`src/rtl/serial_adder.sv`:
```
// -----------------------------------------------------------------------------
// serial_adder
//   Bit-serial adder built from one full-adder cell. It computes
//   {cout, sum} = a + b + cin over WIDTH rising edges, LSB first, and pulses
//   done for one cycle when the result registers update.
//
//   Optional feature: define SERIAL_ADDER_OVF_EN to add the ovf output, which
//   flags two's-complement overflow of the last completed add.
//
// Parameters
//   WIDTH  operand/sum width, legal range 2..32
//
// Ports
//   clk    in   clock, all state changes on the rising edge
//   rst_n  in   asynchronous active-low reset
//   start  in   request an add of a, b, cin (honoured in IDLE or DONE only)
//   a, b   in   operands, sampled only on an accepted start
//   cin    in   carry-in, sampled only on an accepted start
//   busy   out  high while bits are being processed (SHIFT)
//   done   out  one-cycle pulse, sum/cout have just been updated (DONE)
//   sum    out  result of the last completed add, held between completions
//   cout   out  carry-out of the last completed add, held between completions
//   ovf    out  (SERIAL_ADDER_OVF_EN only) signed overflow of the last add
// -----------------------------------------------------------------------------
module serial_adder #(
  parameter int unsigned WIDTH = 8
) (
  input  logic             clk,
  input  logic             rst_n,
  input  logic             start,
  input  logic [WIDTH-1:0] a,
  input  logic [WIDTH-1:0] b,
  input  logic             cin,
  output logic             busy,
  output logic             done,
  output logic [WIDTH-1:0] sum,
  output logic             cout
`ifdef SERIAL_ADDER_OVF_EN
  ,
  output logic             ovf
`endif
);

  localparam int unsigned CNT_W = $clog2(WIDTH);
  localparam logic [CNT_W-1:0] LAST_BIT = CNT_W'(WIDTH - 1);

  typedef enum logic [1:0] {
    IDLE  = 2'd0,
    SHIFT = 2'd1,
    DONE  = 2'd2
  } state_e;

  state_e           state_q, state_d;
  // Operand A register doubles as the internal result register: each new sum
  // bit enters its MSB while the consumed operand bit leaves from the LSB.
  logic [WIDTH-1:0] a_q, a_d;
  logic [WIDTH-1:0] b_q, b_d;
  logic             c_q, c_d;
  logic [CNT_W-1:0] cnt_q, cnt_d;
  logic [WIDTH-1:0] sum_q, sum_d;
  logic             cout_q, cout_d;
  logic             busy_q, busy_d;
  logic             done_q, done_d;
`ifdef SERIAL_ADDER_OVF_EN
  logic             ovf_q, ovf_d;
`endif

  // Full-adder cell on the current LSBs and the carry flop
  logic s_c;
  logic c_nxt_c;

  always_comb begin
    s_c     = a_q[0] ^ b_q[0] ^ c_q;
    c_nxt_c = (a_q[0] & b_q[0]) | (c_q & (a_q[0] ^ b_q[0]));
  end

  // State register and datapath flops
  always_ff @(posedge clk or negedge rst_n) begin
    if (!rst_n) begin
      state_q <= IDLE;
      a_q     <= '0;
      b_q     <= '0;
      c_q     <= 1'b0;
      cnt_q   <= '0;
      sum_q   <= '0;
      cout_q  <= 1'b0;
      busy_q  <= 1'b0;
      done_q  <= 1'b0;
`ifdef SERIAL_ADDER_OVF_EN
      ovf_q   <= 1'b0;
`endif
    end else begin
      state_q <= state_d;
      a_q     <= a_d;
      b_q     <= b_d;
      c_q     <= c_d;
      cnt_q   <= cnt_d;
      sum_q   <= sum_d;
      cout_q  <= cout_d;
      busy_q  <= busy_d;
      done_q  <= done_d;
`ifdef SERIAL_ADDER_OVF_EN
      ovf_q   <= ovf_d;
`endif
    end
  end

  // Next-state and datapath update
  always_comb begin
    state_d = state_q;
    a_d     = a_q;
    b_d     = b_q;
    c_d     = c_q;
    cnt_d   = cnt_q;
    sum_d   = sum_q;
    cout_d  = cout_q;
`ifdef SERIAL_ADDER_OVF_EN
    ovf_d   = ovf_q;
`endif

    unique case (state_q)
      IDLE, DONE: begin
        if (start) begin
          a_d     = a;
          b_d     = b;
          c_d     = cin;
          cnt_d   = '0;
          state_d = SHIFT;
        end else begin
          state_d = IDLE;
        end
      end
      SHIFT: begin
        a_d   = {s_c, a_q[WIDTH-1:1]};
        b_d   = {1'b0, b_q[WIDTH-1:1]};
        c_d   = c_nxt_c;
        cnt_d = cnt_q + CNT_W'(1);
        // Last bit: publish the full result in one step so partial sums never
        // reach the output.
        if (cnt_q == LAST_BIT) begin
          sum_d   = {s_c, a_q[WIDTH-1:1]};
          cout_d  = c_nxt_c;
`ifdef SERIAL_ADDER_OVF_EN
          // c_q is the carry into the MSB, c_nxt_c the carry out of it
          ovf_d   = c_q ^ c_nxt_c;
`endif
          state_d = DONE;
        end
      end
      default: state_d = IDLE;
    endcase

    busy_d = (state_d == SHIFT);
    done_d = (state_d == DONE);
  end

  assign busy = busy_q;
  assign done = done_q;
  assign sum  = sum_q;
  assign cout = cout_q;
`ifdef SERIAL_ADDER_OVF_EN
  assign ovf  = ovf_q;
`endif

endmodule

```
`config.mk`:
```
export PLATFORM = sky130hd
export DESIGN_NAME = serial_adder
export DESIGN_NICKNAME = d
export VERILOG_FILES = /design/src/rtl/serial_adder.sv
export SDC_FILE = /design/constraint.sdc
export NUM_CORES = 1
export LEC_CHECK = 0
export ABC_AREA = 1
export ABC_CLOCK_PERIOD_IN_PS = 3100
export CAP_MARGIN = 30
export CELL_PAD_IN_SITES_DETAIL_PLACEMENT = 0
export CELL_PAD_IN_SITES_GLOBAL_PLACEMENT = 2
export CORE_MARGIN = 8
export CORE_UTILIZATION = 32
export CTS_BUF_LIST = sky130_fd_sc_hd__clkbuf_8 sky130_fd_sc_hd__clkbuf_16
export DETAILED_ROUTE_END_ITERATION = 10
export PLACE_DENSITY = 0.79
export REMOVE_ABC_BUFFERS = 1
export SLEW_MARGIN = 20
export SYNTH_ARGS = -nofsm -noshare
export SYNTH_HDL_FRONTEND = slang
export SYNTH_SLANG_ARGS = --single-unit
```
`constraint.sdc`:
```
create_clock -name clk -period 3.1 [get_ports clk]
set_clock_uncertainty 0.15 [all_clocks]
set_input_delay 0.62 -clock clk [delete_from_list [all_inputs] [get_ports clk]]
set_output_delay 0.62 -clock clk [all_outputs]
set_load 0.01 [all_outputs]
```
Word-level counts from Yosys, hierarchy flattened
Cells that the tools add are included.
{ "classes": {"n_addsub": 1, "n_eq_ne": 6, "muxes": 11, "n_bitwise": 5, "reduce_logical": 5} }
{ "op_table": {"columns": ["operator", "count"], "rows": [
  ["one-hot mux 8 bit (2 select lines)", 2],
  ["2-to-1 mux 8 bit", 2],
  ["one-hot mux 3 bit (2 select lines)", 1],
  ["equality test 2 x 1 -> 1 bit, second input constant", 2],
  ["equality test 2 bit, second input constant", 2],
  ["one-hot mux 2 bit (2 select lines)", 1],
  ["AND reduction 2 bit", 2],
  ["adder 3 x 1 -> 3 bit, second input constant", 1],
  ["equality test 3 bit, second input constant", 1],
  ["2-to-1 mux 3 bit", 1],
  ["bitwise AND 1 bit", 2],
  ["zero test 2 bit", 1],
  ["2-to-1 mux 1 bit", 2],
  ["2-to-1 mux 2 bit", 1],
  ["!= test 2 bit, second input constant", 1],
  ["one-hot mux 1 bit (2 select lines)", 1],
  ["nonzero test 2 bit", 1],
  ["OR reduction 2 bit", 1],
  ["XOR 1 bit", 2],
  ["OR 1 bit", 1]
]} }
{ "word_totals": {"reg_bits": 33, "input_bits": 20, "out_inout_bits": 11, "wordCells": 37} }

Logic depth before layout (Yosys ltp)
Gate-level depths: netlist of run 1.
{ "logic_depth": {"ltp_word": 4, "ltp_mapped": 8} }

Worst setup path before layout of run 1
Ideal clock, no wire load.
{ "synth_timing": {"path_kind": "flip-flop to flip-flop", "start": "register a_q[0]", "end": "register a_q[7]", "setup_ps": 117, "arrival_time_ps": 1112, "required_ps": 2833, "slack_ps": 1721, "path_stages_with_launch": 6, "n_path_buf": 0, "synth_period_minus_slack_ps": 1379, "cell_sequence": "dfrtp_1 -> fa_1 -> inv_1 -> nand3_1 -> nand3_1 -> nand2_1"} }
{ "synth_via": {"elab_chain_len": 3} }
{ "synth_lines": {"columns": ["element", "line", "source"], "rows": [
  ["start, declared", "56", "logic [WIDTH-1:0] a_q, a_d;"],
  ["start signal, assigned", "81", "a_q <= '0;"],
  ["start signal, assigned", "94", "a_q <= a_d;"],
  ["XOR 1 bit (2 in a row)", "73", "s_c = a_q[0] ^ b_q[0] ^ c_q;"],
  ["net s_c", "69", "logic s_c;"],
  ["one-hot mux 8 bit (2 select lines)", "121", "unique case (state_q)"]
]} }
The timed path passes the listed nets, and every way through them passes these cells.
A chain may end at the register's enable or synchronous reset.

Worst setup path after layout of run 1
{ "layout_timing": {"start": "register sum_q[2], in the netlist sum[2]", "end": "output sum[2]"} }
{ "layout_rtl": {"columns": ["element", "line", "source"], "rows": [
  ["start, declared", "60", "logic [WIDTH-1:0] sum_q, sum_d;"],
  ["start signal, assigned", "98", "sum_q <= sum_d;"],
  ["end, declared", "36", "output logic [WIDTH-1:0] sum,"]
]} }
No word-level cell between the ends.

==> flow_summary.yaml, run 1 <==
yosys:
  ys_warn_count: 0
  synthCells: 196
  avgSynthCellArea_um2: 8.44
  netlist_area_mm2: 0.00165
  synth_cell_types: 19
  synth_edf_count: 0
  ys.flop_type: "dfrtp_1"
  async_flop_share: 1.00
  seq_area_frac_synth: 0.499
  ys_seq_elements: 33
power:
  netSwitchingFraction: 0.415
  clkPwrFrac: 0.155
  intPower_uw: 1230
  peakVddDrop_mv: 0.701
  cellLeakagePower_uw: 0.00110
  power_frac_seq: 0.355
  power_switching_uw: 868
  pwr-share-comb: 0.491
  powerDensity_mw_per_mm2: 1010
setup_path:
  startpoint: "sum[2]$_DFFE_PN0P_"
  path_cells: "clkdlybuf4s50_1"
  reg2reg_from: "cnt_q[0]$_DFFE_PN0P_"
  r2r_slack_ns: 1.24
  endpoint_kind: "output port"
  path_max_fanout: 2
  worst_path_max_delay_cell: "clkdlybuf4s50_1"
  start_kind: "flop"
  critPathBufInv: 1
  critical-path-top-delay-family: "buffers and inverters"
  cp.arrival_ns: 1.19
  reg2reg_depth: 5
  r2r_end: "sum[1]$_DFFE_PN0P_"
  worstPathRequired_ns: 2.33
  path_class: "flop to output port"
  crit_path_max_incr_delay_ns: 0.55
global_route:
  grt-ovfl-total: 0
  grt_usage: 0.103
  antenna_found_initial: 0
  grt_pass1_wl_um: 6040
  grt_max_degree: 34
  grt_pass1_vias: 1275
die:
  initial_core_util: 0.328
  rows: 26
  dieArea_mm2: 0.00773
  die_h_um: 87.9
  die_w_um: 87.9
  coreArea_mm2: 0.00504
  ioPinCount: 31
timing:
  rsz0062_at_grt: "false"
  setup_tns_ns: 0
  setup_viol: 0
  timing.hold.ws_ns: 0.328
  finalCritPeriodShare: 0.632
  clock.fmax_ghz: 0.510
  worst_pin_slew_ns: 0.802
  post-route-min-period_ns: 1.96
  slew_viol_final: 0
  finalHoldViolCount: 0
  max-slew-margin-rel: 0.464
clock_network:
  cts_tree: "done"
  clock_latency_ns: 0.28
  numCtsBuffers: 5
  cts_sinks: 33
  holdBufCountCts: 0
  h-tree-depth: 2
  cts-root-buf: "clkbuf_8"
  post_cts_buffers: 0
  clockBufferDepth: 2
  clk_pin_slew_ns: 0.07
  cts_resized: 0
finish:
  area_growth_pct: 25.7
  n_antenna_cell: 0
  finish.net_count: 250
  drive_gt1_frac: 0.106
  final_cell_mix: "nand2_1, inv_1, nand3_1, dfrtp_1, clkdlybuf4s50_1"
  instances_no_fill: 297
  final_common_cell: "nand2_1"
drt:
  wl_per_cell_um: 11.9
  dr.pass1.iters: 4
  antenna_left: 0
  drc_errors: 0
  wl_um: 3520
  drtIter0Drc: 41
  num_vias: 1261
  vias_per_cell: 4.25
status:
  status: "finished clean"
place:
  hpwl_um: 2320
  dpl.cell_count: 290
  gp_congestion: 0.694
  port_buffers: 30
hold_path:
  hold_path.class: "flop to flop"
  min_path_cells: 2
  holdCritStartpoint: "a_q[2]$_DFFE_PN0P_"
  hold_end: "a_q[2]$_DFFE_PN0P_"
flow_run:
  drv_cap: 0
## routing by layer
metal,wire [um],global-route usage,vias to the layer above
met2,1560,0.153,26
met1,1740,0.133,575
li1,-,-,655
met5,0,0,-
met3,189,0.0413,5
met4,34,0.0313,0
## worst max-delay path by stage
| stage | to | slack, ns | cells past startpoint |
|---|---|---|---|
| final | sum[2] | 1.14 | 1 |
| after global routing | cout$_DFFE_PN0P_ | 1.03 | 6 |
| after CTS | sum[2] | 1.12 | 1 |
| after detailed placement | b_q[5]$_DFFE_PN0P_ | 1.20 | 6 |
| after global placement | a_q[3]$_DFFE_PN0P_ | 1.21 | 6 |
| after floorplan | cout$_DFFE_PN0P_ | 1.31 | 5 |
## flip-flops by register name (all words and copies together), names as in the netlist
| register | count |
|---|---|
| a_q | 8 |
| b_q | 8 |
| busy | 1 |
| c_q | 1 |
| cnt_q | 3 |
| cout | 1 |
| done | 1 |
| state_q | 2 |
| sum | 8 |
## tightest hold or removal path, stage by stage, from the launching register on
cell,delay [ns]
dfrtp_1,0.34
nand2_1,0.05
nand2_1,0.05
## synthesized netlist by cell type (2+ instances only)
master	count	area [um2]
buf_4	2	15.0
nand3_1	33	165
buf_2	3	15.0
o21ai_0	3	15.0
nand2_1	64	240
dfrtp_1	33	826
nand2_8	2	40.0
ha_1	2	25.0
inv_1	34	128
buf_6	3	33.8
o21ai_2	9	78.8
## per-stage QoR
step | cell area [um2] | total power (uW) | setup WS (ns) | util
floorplan | 1590 | 1460 | 1.31 | -
detailed placement | 1990 | 1810 | 1.20 | 0.395
global route | 2080 | 2300 | 1.03 | 0.412
global placement | 1990 | 1800 | 1.21 | 0.395
finish | 2080 | 2100 | 1.14 | 0.412
CTS | 2080 | 2130 | 1.12 | 0.412
## cell families after synthesis
| logic type | count (synthesis) | share of synthesized area |
|---|---|---|
| AO/OA/AOI/OAI | 13 | 0.0598 |
| buffers and inverters | 45 | 0.129 |
| adder cells (fa/ha/maj) | 3 | 0.0272 |
| flip-flops | 33 | 0.499 |
| AND/OR/NAND/NOR | 102 | 0.285 |
## power by group through the flow
stage / combinational [uW] / sequential, uW / clock, uW
after detailed placement: 1050 / 752 / 0
after global placement: 1050 / 748 / 0
after CTS: 1060 / 745 / 331
final: 1030 / 743 / 324
after floorplan: 665 / 791 / 0
after global routing: 1180 / 767 / 354
## area by class of cell
| cell class | count | area [um2] |
|---|---|---|
| tap | 70 | 87.6 |
| timing repair buffer | 32 | 315 |
| fill | 544 | 2960 |
| clock buffer | 6 | 82.6 |
| multi-input combinational | 118 | 616 |
| sequential | 33 | 826 |
| clock inverter | 1 | 3.75 |
| inverter | 37 | 149 |
No activity file was read; power rests on OpenSTA's default activity.
==> inputs of run 2 (changes only) <==
--- a/config.mk
+++ b/config.mk
@@ -6,15 +6,15 @@
 export NUM_CORES = 1
 export LEC_CHECK = 0
 export ABC_AREA = 1
-export ABC_CLOCK_PERIOD_IN_PS = 3100
+export ABC_CLOCK_PERIOD_IN_PS = 1800
 export CAP_MARGIN = 30
 export CELL_PAD_IN_SITES_DETAIL_PLACEMENT = 0
 export CELL_PAD_IN_SITES_GLOBAL_PLACEMENT = 2
 export CORE_MARGIN = 8
-export CORE_UTILIZATION = 32
+export CORE_UTILIZATION = 27
 export CTS_BUF_LIST = sky130_fd_sc_hd__clkbuf_8 sky130_fd_sc_hd__clkbuf_16
 export DETAILED_ROUTE_END_ITERATION = 10
-export PLACE_DENSITY = 0.79
+export PLACE_DENSITY = 0.71
 export REMOVE_ABC_BUFFERS = 1
 export SLEW_MARGIN = 20
 export SYNTH_ARGS = -nofsm -noshare
==> constraint.sdc (replaced) <==
create_clock -name clk -period 1.8 [get_ports clk]
set_clock_uncertainty 0.15 [all_clocks]
set_input_delay 0.36 -clock clk [delete_from_list [all_inputs] [get_ports clk]]
set_output_delay 0.36 -clock clk [all_outputs]
set_load 0.01 [all_outputs]
==> run 2 against run 1 <==
  * Count of clock-buffer cells in the layout unchanged
  * Sequential share of layout area decreased by 1.5 points
  * Critical path depth unchanged
  * Power rose by 81%
  * Largest cell class unchanged
  * Register-to-register slack got worse by 0.89 ns
  * Hold slack worse by 0.019 ns
  * Design area is 4.0% higher
  * Sequential cell count did not move
  * Highest routed layer unchanged
  * Combinational power rose by 73%
  * Non-clock buffer count is 3 higher
  * Die area is 15% higher
  * Sequential power increased by 75%
==> flow_summary.yaml, run 2 (synthesis gave the netlist of run 1 again) <==
global_route:
  antenna_found_initial: 0
  grt_usage: 0.0895
  grt_pass1_wl_um: 6240
  grt-ovfl-total: 0
  grt_pass1_vias: 1319
  grt_max_degree: 34
place:
  hpwl_um: 2450
  dpl.cell_count: 298
  gp_congestion: 0.662
  placedInstanceArea_mm2: 0.00205
  port_buffers: 30
finish:
  drive_gt1_frac: 0.121
  final_cell_mix: "nand2_1, inv_1, nand3_1, dfrtp_1, clkdlybuf4s50_1"
  nFillCells: 620
  n_antenna_cell: 0
  area_growth_pct: 30.8
  final_common_cell: "nand2_1"
  fin_area_mm2: 0.00216
  finish.net_count: 253
  instances_no_fill: 306
timing:
  setup_viol: 0
  worst_pin_slew_ns: 0.330
  post-route-min-period_ns: 1.68
  rsz0062_at_grt: "false"
  timing.hold.ws_ns: 0.310
  finalHoldViolCount: 0
  clock.fmax_ghz: 0.597
  slew_viol_final: 0
  setup_tns_ns: 0
  finalCritPeriodShare: 0.931
  max-slew-margin-rel: 0.780
hold_path:
  hold_path.class: "primary input to async pin"
setup_path:
  path_class: "flop to output port"
  path_max_fanout: 2
  path_cells: "clkdlybuf4s50_1"
  r2r_slack_ns: 0.35
  cp.arrival_ns: 1.17
  r2r_end: "sum[5]$_DFFE_PN0P_"
  worstPathRequired_ns: 1.29
  worst_path_max_delay_cell: "clkdlybuf4s50_1"
  crit_path_max_incr_delay_ns: 0.54
  critPathBufInv: 1
  endpoint_kind: "output port"
  crit_end: "sum[1]"
  reg2reg_from: "cnt_q[0]$_DFFE_PN0P_"
  critical-path-top-delay-family: "buffers and inverters"
  reg2reg_depth: 6
  startpoint: "sum[1]$_DFFE_PN0P_"
  start_kind: "flop"
  cp.depth: 1
drt:
  drc_errors: 0
  dr.pass1.iters: 4
  vias_per_cell: 4.12
  wl_um: 3610
  antenna_left: 0
  drtIter0Drc: 42
  wl_per_cell_um: 11.8
  num_vias: 1260
clock_network:
  clk_pin_slew_ns: 0.07
  holdBufCountCts: 0
  cts-root-buf: "clkbuf_8"
  clockBufferDepth: 2
  numCtsBuffers: 5
  h-tree-depth: 2
  cts_tree: "done"
  cts_resized: 0
  cts_sinks: 33
  post_cts_buffers: 0
  clock_latency_ns: 0.28
status:
  status: "finished clean"
die:
  rows: 28
  coreArea_mm2: 0.00592
  dieArea_mm2: 0.00889
  ioPinCount: 31
  die_h_um: 94.3
  die_w_um: 94.3
  initial_core_util: 0.279
power:
  powerDensity_mw_per_mm2: 1750
  power_uw: 3800
  peakVddDrop_mv: 0.520
  cellLeakagePower_uw: 0.00114
flow_run:
  drv_cap: 0
==> run 2: worst min path at each step <==
stage | from | to | slack, ns | cells after the start
2_1_floorplan | rst_n | a_q[0]$_DFFE_PN0P_ | -0.09 | 0
3_5_place_dp | a_q[6]$_DFFE_PN0P_ | a_q[6]$_DFFE_PN0P_ | 0.31 | 2
5_1_grt | rst_n | sum[1]$_DFFE_PN0P_ | 0.32 | 2
4_1_cts | rst_n | sum[2]$_DFFE_PN0P_ | 0.31 | 2
6_report | rst_n | a_q[2]$_DFFE_PN0P_ | 0.31 | 2
3_3_place_gp | cnt_q[1]$_DFFE_PN0P_ | cnt_q[1]$_DFFE_PN0P_ | 0.31 | 2
==> run 2: per-stage QoR <==
| step | util | setup WS, ns |
|---|---|---|
| final | 0.365 | 0.124 |
| after global routing | 0.365 | 0.0780 |
| after CTS | 0.365 | 0.103 |
| after detailed placement | 0.346 | 0.157 |
| after global placement | 0.346 | 0.187 |
| after floorplan | - | 0.00782 |
==> run 2: routing by layer <==
layer  wire (um)  GRT usage  up-vias
li1            -          -      666
met1        1700      0.108      557
met2        1600      0.138       35
met3         277     0.0352        2
met4          30     0.0357        0
met5           0          0        -
==> run 2: layout make-up <==
cell class	instances	area [um2]	share of cell area
inverter	37	149	0.0688
multi-input combinational	118	616	0.285
timing repair buffer	35	363	0.168
sequential	33	826	0.382
clock buffer	6	82.6	0.0382
clock inverter	2	33.8	0.0156
tap	75	93.8	0.0434
==> run 2: power by group <==
group	leakage (uW)	internal [uW]	switching, uW
combinational	0.000668	753	1030
sequential	0.000404	1100	203
clock	0.0000626	446	266
total	0.00114	2300	1500
==> inputs of run 3 (changes only) <==
--- a/config.mk
+++ b/config.mk
@@ -14,6 +14,7 @@
 export CORE_UTILIZATION = 27
 export CTS_BUF_LIST = sky130_fd_sc_hd__clkbuf_8 sky130_fd_sc_hd__clkbuf_16
 export DETAILED_ROUTE_END_ITERATION = 10
+export GPL_TIMING_DRIVEN = 0
 export PLACE_DENSITY = 0.71
 export REMOVE_ABC_BUFFERS = 1
 export SLEW_MARGIN = 20
==> constraint.sdc (replaced) <==
create_clock -name clk -period 1.8 [get_ports clk]
set_clock_uncertainty 0.15 [all_clocks]
set_input_delay 0.27 -clock clk [delete_from_list [all_inputs] [get_ports clk]]
set_output_delay 0.27 -clock clk [all_outputs]
set_load 0.01 [all_outputs]
==> run 3 against run 2 <==
  * Setup slack better by 0.031 ns
  * Hold slack got worse by 0.067 ns
  * Count of clock-buffer cells in the layout stayed put
  * Critical endpoint is now sum[2]$_DFFE_PN0P_
  * Via count is 0.87% higher
  * Combinational power is 6% lower
  * Register-to-register slack worse by 0.19 ns
  * Sequential share of layout area rose by 1.3 points
  * Sequential cell count is the same
  * Utilization decreased by 1.0 points
  * Largest cell class unchanged
  * Critical path type is now flop to flop
==> flow_summary.yaml, run 3 (synthesis gave the netlist of run 1 again) <==
finish:
  n_antenna_cell: 0
  finish.net_count: 250
  multi_input_area_um2: 618
  area_growth_pct: 27.1
  nFillCells: 635
  final_cell_mix: "nand2_1, inv_1, nand3_1"
  fin_area_mm2: 0.00210
  drive_gt1_frac: 0.115
  final_common_cell: "nand2_1"
  regArea_um2: 830
status:
  status: "finished clean"
die:
  rows: 28
  dieArea_mm2: 0.00889
  ioPinCount: 31
  initial_core_util: 0.279
  coreArea_mm2: 0.00592
  die_w_um: 94.3
  die_h_um: 94.3
clock_network:
  clockBufferDepth: 2
  post_cts_buffers: 0
  cts_sinks: 33
  clk_pin_slew_ns: 0.06
  h-tree-depth: 2
  clock_latency_ns: 0.28
  cts-root-buf: "clkbuf_8"
  numCtsBuffers: 5
  cts_tree: "done"
power:
  peakVddDrop_mv: 0.499
  power_switching_uw: 1490
  powerDensity_mw_per_mm2: 1710
  power_frac_seq: 0.377
  cellLeakagePower_uw: 0.00110
  netSwitchingFraction: 0.414
  pwr-share-comb: 0.467
  clkPwrFrac: 0.155
  intPower_uw: 2110
setup_path:
  path_class: "flop to flop"
  endpoint_kind: "flop"
  reg2reg_depth: 5
  start_kind: "flop"
  worstPathRequired_ns: 1.81
  cp.arrival_ns: 1.65
  path_max_fanout: 20
timing:
  rsz0062_at_grt: "false"
  clock.fmax_ghz: 0.608
  finalHoldViolCount: 0
  slew_viol_final: 0
  timing.hold.ws_ns: 0.243
  worst_pin_slew_ns: 0.480
  post-route-min-period_ns: 1.64
  setup_viol: 0
  max-slew-margin-rel: 0.679
  finalCritPeriodShare: 0.914
place:
  gp_congestion: 0.689
  hpwl_um: 2360
  placedInstanceArea_mm2: 0.00200
  port_buffers: 30
global_route:
  grt_max_degree: 25
  grt_usage: 0.0896
  grt_pass1_vias: 1291
  antenna_found_initial: 0
  grt-ovfl-total: 0
  grt_pass1_wl_um: 6130
drt:
  wl_per_cell_um: 12.0
  drtIter0Drc: 46
  wl_um: 3620
  antenna_left: 0
  drc_errors: 0
  num_vias: 1271
  dr.pass1.iters: 4
  vias_per_cell: 4.21
flow_run:
  drv_cap: 0
hold_path:
  hold_path.class: "primary input to async pin"
## run 3: timing repair
action | 4_1_cts | 5_1_grt
endpoints found under the setup margin | 29 | 9
hold buffers | 1 | 0
pin swaps | 0 | 0
resized for setup | 2 | 1
endpoints found under the hold margin | 33 | 0
## run 3: per-stage QoR
stage | TNS (ns) | utilization | cells | total power, uW | setup slack (ns)
floorplan | 0 | - | 188 | 2510 | 0.00782
global placement | -21.38 | 0.335 | 293 | 3070 | -0.493
detailed placement | -5.78 | 0.338 | 294 | 3100 | -0.511
CTS | 0 | 0.355 | 302 | 3680 | 0.0469
global route | 0 | 0.355 | 302 | 3960 | 0.00925
finish | 0 | 0.355 | 302 | 3600 | 0.155
## run 3: worst paths after layout
check                                          start                 end  slack (ns)
worst max-delay path            state_q[0]$_DFF_PN0_  sum[2]$_DFFE_PN0P_        0.16
worst min-delay path                           rst_n  sum[3]$_DFFE_PN0P_        0.24
worst max register to register  state_q[0]$_DFF_PN0_  sum[2]$_DFFE_PN0P_        0.16
worst min register to register    b_q[4]$_DFFE_PN0P_  b_q[4]$_DFFE_PN0P_        0.33
max in group asynchronous                      rst_n  sum[1]$_DFFE_PN0P_        0.85
min in group clk                  b_q[4]$_DFFE_PN0P_  b_q[4]$_DFFE_PN0P_        0.33
## run 3: critical path, stage by stage (launching register included)
cell,delay [ns]
dfrtp_4,0.60
inv_4,0.08
nor2_4,0.13
nand2_2,0.29
nand2_1,0.17
o21ai_2,0.06
## run 3: area by class of cell
type / instances / share of cell area
sequential: 33 / 0.395
multi-input combinational: 118 / 0.294
timing repair buffer: 32 / 0.155
inverter: 37 / 0.0708
tap: 75 / 0.0446
clock buffer: 6 / 0.0393
clock inverter: 1 / 0.00179
## run 3: per-layer routing
metal	part of all wire	vias up	global-route usage
met4	0.015	0	0.0357
met5	0	-	0
met2	0.45	25	0.136
li1	-	660	-
met1	0.46	580	0.109
met3	0.076	6	0.0392
## run 3: power by group through the flow
stage	combinational, uW	sequential [uW]	clock (uW)
final	1680	1360	560
after global routing	1930	1410	615
after CTS	1740	1360	580
after detailed placement	1730	1370	0
after global placement	1710	1370	0
after floorplan	1140	1360	0
